**src/rtl/traffic_pkg.sv**
```systemverilog
// traffic_pkg: shared types for the N-phase traffic signal controller.
// FSM state encoding and lamp drive levels used by traffic_phase_ctrl.
package traffic_pkg;

   typedef enum logic [1:0] {
      ST_ALLRED = 2'd0,
      ST_GREEN  = 2'd1,
      ST_YELLOW = 2'd2
   } tl_state_e;

   localparam logic LAMP_ON  = 1'b1;
   localparam logic LAMP_OFF = 1'b0;

endpackage

```
**src/rtl/rr_phase_picker.sv**
```systemverilog
// rr_phase_picker: combinational round-robin phase selector.
// Searches from last_phase+1 upward (mod NUM_PHASES) for the first demanding
// phase; last_phase itself is checked last. With no demand anywhere the
// result is last_phase+1 so the controller free-cycles.
module rr_phase_picker
   import traffic_pkg::*;
#(
   parameter int  NUM_PHASES = 4,
   localparam int PW         = $clog2(NUM_PHASES)
) (
   input  logic [NUM_PHASES-1:0] demand,
   input  logic [PW-1:0]         last_phase,
   output logic [PW-1:0]         next_phase
);

   // Walk the candidates from farthest to nearest so the nearest demanding phase wins.
   always_comb begin
      logic [PW-1:0] idx_v;
      idx_v      = PW'((int'(last_phase) + 1) % NUM_PHASES);
      next_phase = idx_v;
      for (int i = NUM_PHASES; i >= 1; i--) begin
         idx_v      = PW'((int'(last_phase) + i) % NUM_PHASES);
         next_phase = demand[idx_v] ? idx_v : next_phase;
      end
   end

endmodule

```
**src/rtl/traffic_phase_ctrl.sv**
```systemverilog
// traffic_phase_ctrl: N-phase demand-actuated traffic signal controller.
// Sequence per phase change: GREEN -> YELLOW -> ALLRED -> GREEN(next phase).
// Optional build macro: TRAFFIC_PREEMPT_EN adds emergency preemption
// (preempt_req / preempt_phase ports); undefined gives plain round-robin.
module traffic_phase_ctrl
   import traffic_pkg::*;
#(
   parameter int  NUM_PHASES = 4,
   parameter int  MIN_GREEN  = 8,
   parameter int  MAX_GREEN  = 20,
   parameter int  YELLOW_CYC = 3,
   parameter int  ALLRED_CYC = 2,
   localparam int PW         = $clog2(NUM_PHASES)
) (
   input  logic                  clk,
   input  logic                  reset,
   input  logic [NUM_PHASES-1:0] demand,
`ifdef TRAFFIC_PREEMPT_EN
   input  logic                  preempt_req,
   input  logic [PW-1:0]         preempt_phase,
`endif
   output logic [NUM_PHASES-1:0] red,
   output logic [NUM_PHASES-1:0] yellow,
   output logic [NUM_PHASES-1:0] green,
   output logic [PW-1:0]         active_phase,
   output logic [1:0]            state_o
);

   localparam int TW = $clog2(MAX_GREEN + 1);

   tl_state_e             state_r;
   logic [PW-1:0]         phase_r;
   logic [TW-1:0]         timer_r;
   logic [NUM_PHASES-1:0] red_r;
   logic [NUM_PHASES-1:0] yellow_r;
   logic [NUM_PHASES-1:0] green_r;

   logic [PW-1:0]         pick_s;
   logic [PW-1:0]         next_phase_s;
   logic [NUM_PHASES-1:0] phase_mask_s;
   logic [TW-1:0]         timer_inc_s;
   logic                  own_demand_s;
   logic                  other_demand_s;
   logic                  min_done_s;
   logic                  max_done_s;
   logic                  allred_done_s;
   logic                  yellow_done_s;
   logic                  normal_exit_s;
   logic                  go_yellow_s;

   // One-hot lamp vector selecting a single phase.
   function automatic logic [NUM_PHASES-1:0] phase_onehot(input logic [PW-1:0] ph);
      return {{(NUM_PHASES-1){LAMP_OFF}}, LAMP_ON} << ph;
   endfunction

   rr_phase_picker #(
      .NUM_PHASES (NUM_PHASES)
   ) u_picker (
      .demand     (demand),
      .last_phase (phase_r),
      .next_phase (pick_s)
   );

   // Demand split into the served phase and every other phase; timer thresholds.
   always_comb begin
      phase_mask_s   = phase_onehot(phase_r);
      own_demand_s   = |(demand & phase_mask_s);
      other_demand_s = |(demand & ~phase_mask_s);
      min_done_s     = (int'(timer_r) >= MIN_GREEN - 1);
      max_done_s     = (int'(timer_r) >= MAX_GREEN - 1);
      allred_done_s  = (int'(timer_r) >= ALLRED_CYC - 1);
      yellow_done_s  = (int'(timer_r) >= YELLOW_CYC - 1);
      timer_inc_s    = (int'(timer_r) < MAX_GREEN) ? (timer_r + TW'(1'b1)) : timer_r;
   end

   // Actuated green end: once MIN_GREEN is served, a competing call gaps the
   // green out if the served phase has no call of its own; a served phase that
   // keeps calling is extended until MAX_GREEN. Without competing calls green rests.
   always_comb begin
      normal_exit_s = 1'b0;
      if (min_done_s && other_demand_s) begin
         if (!own_demand_s || max_done_s) begin
            normal_exit_s = 1'b1;
         end else begin
            normal_exit_s = 1'b0;
         end
      end else begin
         normal_exit_s = 1'b0;
      end
   end

`ifdef TRAFFIC_PREEMPT_EN
   logic preempt_valid_s;

   // Preempt toward a nonexistent phase is ignored.
   always_comb begin
      preempt_valid_s = preempt_req && (int'(preempt_phase) < NUM_PHASES);
   end

   // Preemption overrides both the green exit decision and the next-phase choice.
   always_comb begin
      go_yellow_s  = normal_exit_s;
      next_phase_s = pick_s;
      if (preempt_valid_s) begin
         go_yellow_s  = (preempt_phase != phase_r);
         next_phase_s = preempt_phase;
      end else begin
         go_yellow_s  = normal_exit_s;
         next_phase_s = pick_s;
      end
   end
`else
   // Without preemption the green exit and next phase come straight from the normal rules.
   always_comb begin
      go_yellow_s  = normal_exit_s;
      next_phase_s = pick_s;
   end
`endif

   // Phase FSM with timer and registered lamp drives.
   always_ff @(posedge clk) begin
      if (reset) begin
         state_r  <= ST_ALLRED;
         phase_r  <= PW'(NUM_PHASES - 1);
         timer_r  <= {TW{1'b0}};
         red_r    <= {NUM_PHASES{LAMP_ON}};
         yellow_r <= {NUM_PHASES{LAMP_OFF}};
         green_r  <= {NUM_PHASES{LAMP_OFF}};
      end else begin
         case (state_r)
            ST_ALLRED: begin
               if (allred_done_s) begin
                  state_r  <= ST_GREEN;
                  phase_r  <= next_phase_s;
                  timer_r  <= {TW{1'b0}};
                  green_r  <= phase_onehot(next_phase_s);
                  red_r    <= ~phase_onehot(next_phase_s);
                  yellow_r <= {NUM_PHASES{LAMP_OFF}};
               end else begin
                  timer_r <= timer_inc_s;
               end
            end
            ST_GREEN: begin
               if (go_yellow_s) begin
                  state_r  <= ST_YELLOW;
                  timer_r  <= {TW{1'b0}};
                  yellow_r <= phase_mask_s;
                  green_r  <= {NUM_PHASES{LAMP_OFF}};
               end else begin
                  timer_r <= timer_inc_s;
               end
            end
            ST_YELLOW: begin
               if (yellow_done_s) begin
                  state_r  <= ST_ALLRED;
                  timer_r  <= {TW{1'b0}};
                  red_r    <= {NUM_PHASES{LAMP_ON}};
                  yellow_r <= {NUM_PHASES{LAMP_OFF}};
                  green_r  <= {NUM_PHASES{LAMP_OFF}};
               end else begin
                  timer_r <= timer_inc_s;
               end
            end
            default: begin
               state_r  <= ST_ALLRED;
               timer_r  <= {TW{1'b0}};
               red_r    <= {NUM_PHASES{LAMP_ON}};
               yellow_r <= {NUM_PHASES{LAMP_OFF}};
               green_r  <= {NUM_PHASES{LAMP_OFF}};
            end
         endcase
      end
   end

   assign red          = red_r;
   assign yellow       = yellow_r;
   assign green        = green_r;
   assign active_phase = phase_r;
   assign state_o      = state_r;

endmodule

```
**config.mk**
```make
export PLATFORM = sky130hd
export DESIGN_NAME = traffic_phase_ctrl
export DESIGN_NICKNAME = d
export VERILOG_FILES = /design/src/rtl/traffic_pkg.sv /design/src/rtl/rr_phase_picker.sv /design/src/rtl/traffic_phase_ctrl.sv
export SDC_FILE = /design/constraint.sdc
export NUM_CORES = 1
export LEC_CHECK = 0
export BUFFER_PORTS_ARGS = -buffer_cell sky130_fd_sc_hd__buf_2
export CORE_MARGIN = 3
export CORE_UTILIZATION = 50
export DETAILED_ROUTE_END_ITERATION = 8
export PLACE_DENSITY = 0.73
export SYNTH_ARGS = -nofsm -noshare
export SYNTH_HDL_FRONTEND = slang
export SYNTH_SLANG_ARGS = --single-unit
```
**constraint.sdc**
```tcl
create_clock -name clk -period 4.04 [get_ports clk]
set_input_delay 0.404 -clock clk [delete_from_list [all_inputs] [get_ports clk]]
set_output_delay 0.404 -clock clk [all_outputs]
set_load 0.01 [all_outputs]
```
==> impl_results.md <==
- Final Max Tran Viols: 0
- P&R area growth vs syn: 11.8%
- Met1 WL: around 1300 um
- Status: finished clean
- Total chip power: about 0.90 mW
- Die span in y: 55.5 um
- FF/Latch Area: around 420 um^2
- Hold Slack: roughly 0.33 ns
- Pin count of the biggest net entering global routing: 14
- Initial drt markers: 23
- Leak: just over 0.6 nW
- Antenna cells: 0
- Hold Crit Class: in2reg
- Setup TNS Final: 0 ns
- Initial antenna violation count: 0
- Worst-Margin Slew: ~0.56 ns
- Initial Utilization: 0.538
- Multi-input gate area in the final layout: around 740 um^2
- Post-DP Area: roughly 1300 um^2
- Nature of the critical path startpoint: flop
- Setup Viol. Count Final: 0
- P_int: approximately 0.5 mW
- Period utilisation layout: 0.718
- # rows: 17
- Remaining global-route overflow: 0
- Highest metal used: met4
- Final Hold Viols: 0
- Post-synth ARST share: 0
- Setup Skew: between 0.005 and 0.006 ns
- WL final: between 2000 and 3000 um
- Pre-CTS WS: around 1.2 ns
- Psw: approximately 0.40 mW
- Combinational power share: 0.512
- Max Root-Sink Buffers: 2
- Filler instances: between 200 and 250
- Sequential Power Share: 0.365
- Power Dens Cells: around 660 nW/um^2
- Core area: roughly 2300 um^2
- PortBufs: 21
- Critical-path cell list: inv_1, ha_1, mux4_2, nor2b_4, a221oi_4, xnor2_2, o32a_1
- Post-DRT Antenna Nets: 0
- Clock share of power: 0.122
- Root buffer cell: clkbuf_4
- Die Width: about 55 um
- Clock Latency Late Sink: around 0.32 ns
- I/O pins: 22
- CP Max Fanout: 11
- EDFF count, synth: 0
- Syn Area/Cell: around 9.2 um^2
- Setup Crit Path Kind: reg2reg
- Commonest non-fill, non-tap cells in the layout: 21 x dfxtp_1, 21 x buf_2, 15 x nor2_1, 11 x inv_1, 8 x ha_1
- Switching Fraction: 0.443
- Highest clock rate: around 340 MHz
- Mapped Area: about 1200 um^2
- CTS tree: done
- Syn Inst Count: 133
- # DRC: 0
- Worst reg-to-reg setup slack: 1.14 ns
- Setup bufs post-CTS: 0
- First-pass GRT wire length: approximately 4500 um
- Max stage delay cell, worst path: dfxtp_1
- CTS sink count: 21
- Ys flop type: dfxtp_1
- Clock-pin transition on the worst setup and hold timing paths: roughly 0.13 ns
- HPWL after detailed placement: between 1500 and 2000 um
- Syn nets: 147
- Vias in the first global route: roughly 1,000
- Routed wire per std cell: 14.4 um
- Die area: around 3100 um^2
- Met2 WL: approximately 1100 um
- Crit-path max cell delay: around 0.65 ns
- Min Tclk post-route: between 2 and 3 ns
- Worst EP required: roughly 4.3 ns
- Non-filler cells, final: 180
- Total CTS buffers: 3
- Layout Nets: between 150 and 200
- Met3 wire length: roughly 130 um
- Final worst slack: about 1.1 ns
- Vias: 1,067
- H-Tree Depth: 1
- Dpl cells: around 180
- Synth warnings: 0
- Maxcap violations: 0
- Design Area, Final: roughly 1400 um^2
- DR pass1 iterations: 4
- Final RePlAce weighted congestion: between 0.8 and 0.9
- CP Data Arrival Time: 3.12 ns
- Crit end category: flop
- Peak VDD IR: 0.000408 V
- Hold buffers post-CTS: 0
- RSZ-0062 raised after global routing: no
- Vias per inst: roughly 6
- Resize count post-CTS: 0
- Max_slew headroom: 0.629
- Yosys reg bits: 21
- Sequential area share after synthesis: 0.344
- Layout cells sized above 1: 0.243
- Fin util: 0.601
- Synth cell types: a little under 50
- All-Layer GR Usage: 0.180
[cell type report]
cell class,count,share of cell area
Sequential cell,21,0.307
Multi-Input combinational cell,95,0.538
Inverter,11,0.0302
Clock inverter,1,0.00549
Clock buffer,3,0.0165
Tap cell,28,0.0256
Timing Repair Buffer,21,0.0769
[registers in the layout, summed over array words and instances (netlist names)]
register / flops
timer_r: 5
state_o: 2
green: 4
red: 4
yellow: 4
active_phase: 2
[critical path: cells and delay by family, from the launching register on]
| kind | cells | cell delay [ns] |
|---|---|---|
| buffers and inverters | 1 | 0.20 |
| AND/OR/NAND/NOR | 1 | 0.15 |
| XOR/XNOR | 1 | 0.18 |
| adder cells (fa/ha/maj) | 1 | 0.48 |
| multiplexers | 1 | 0.54 |
| flip-flops | 1 | 0.65 |
| AO/OA/AOI/OAI | 2 | 0.62 |
[cell usage after synthesis, types with 2 or more instances]
cell	instances	area, um^2
o22ai_1	3	18.8
nand3_1	6	30.0
dfxtp_1	21	420
a22o_2	2	20.0
nor3_1	2	10.0
ha_1	8	100
nor2_1	15	56.3
mux2i_1	2	20.0
nand2_1	6	22.5
a22oi_1	2	15.0
o2111ai_1	4	35.0
a2bb2oi_1	2	17.5
mux4_2	2	45.0
a21oi_1	6	30.0
clkbuf_1	5	18.8
o221ai_1	2	17.5
inv_1	11	41.3
o21ai_0	3	15.0
[cell families after synthesis]
family          Yosys count  share of synthesized area
simple gates             37                      0.146
flops                    21                      0.344
xor+xnor                  3                     0.0276
mux                       5                     0.0624
compound gates           42                      0.283
buf+inv                  17                     0.0552
fa+ha+maj                 8                     0.0818
[power groups by stage]
stage | registers [mW] | logic, mW | clock network [mW]
after floorplan | 0.326 | 0.356 | 0
after global placement | 0.328 | 0.448 | 0
after detailed placement | 0.332 | 0.457 | 0
after CTS | 0.327 | 0.462 | 0.113
after global routing | 0.340 | 0.513 | 0.118
final | 0.328 | 0.460 | 0.110
[layer usage]
layer,vias to the layer above,GRT usage
met4,0,0.0556
met1,494,0.244
li1,537,-
met2,29,0.277
met5,-,0
met3,7,0.0467
[final timing paths]
path	start	to	cells past startpoint
worst max-delay path	active_phase[0]$_SDFFE_PP1P_	red[0]$_SDFFE_PP1P_	7
worst min-delay path	reset	yellow[1]$_SDFFE_PP0P_	2
worst max register to register	active_phase[0]$_SDFFE_PP1P_	red[0]$_SDFFE_PP1P_	7
worst min register to register	yellow[1]$_SDFFE_PP0P_	yellow[1]$_SDFFE_PP0P_	2
Power figures use the tool's default switching activity.
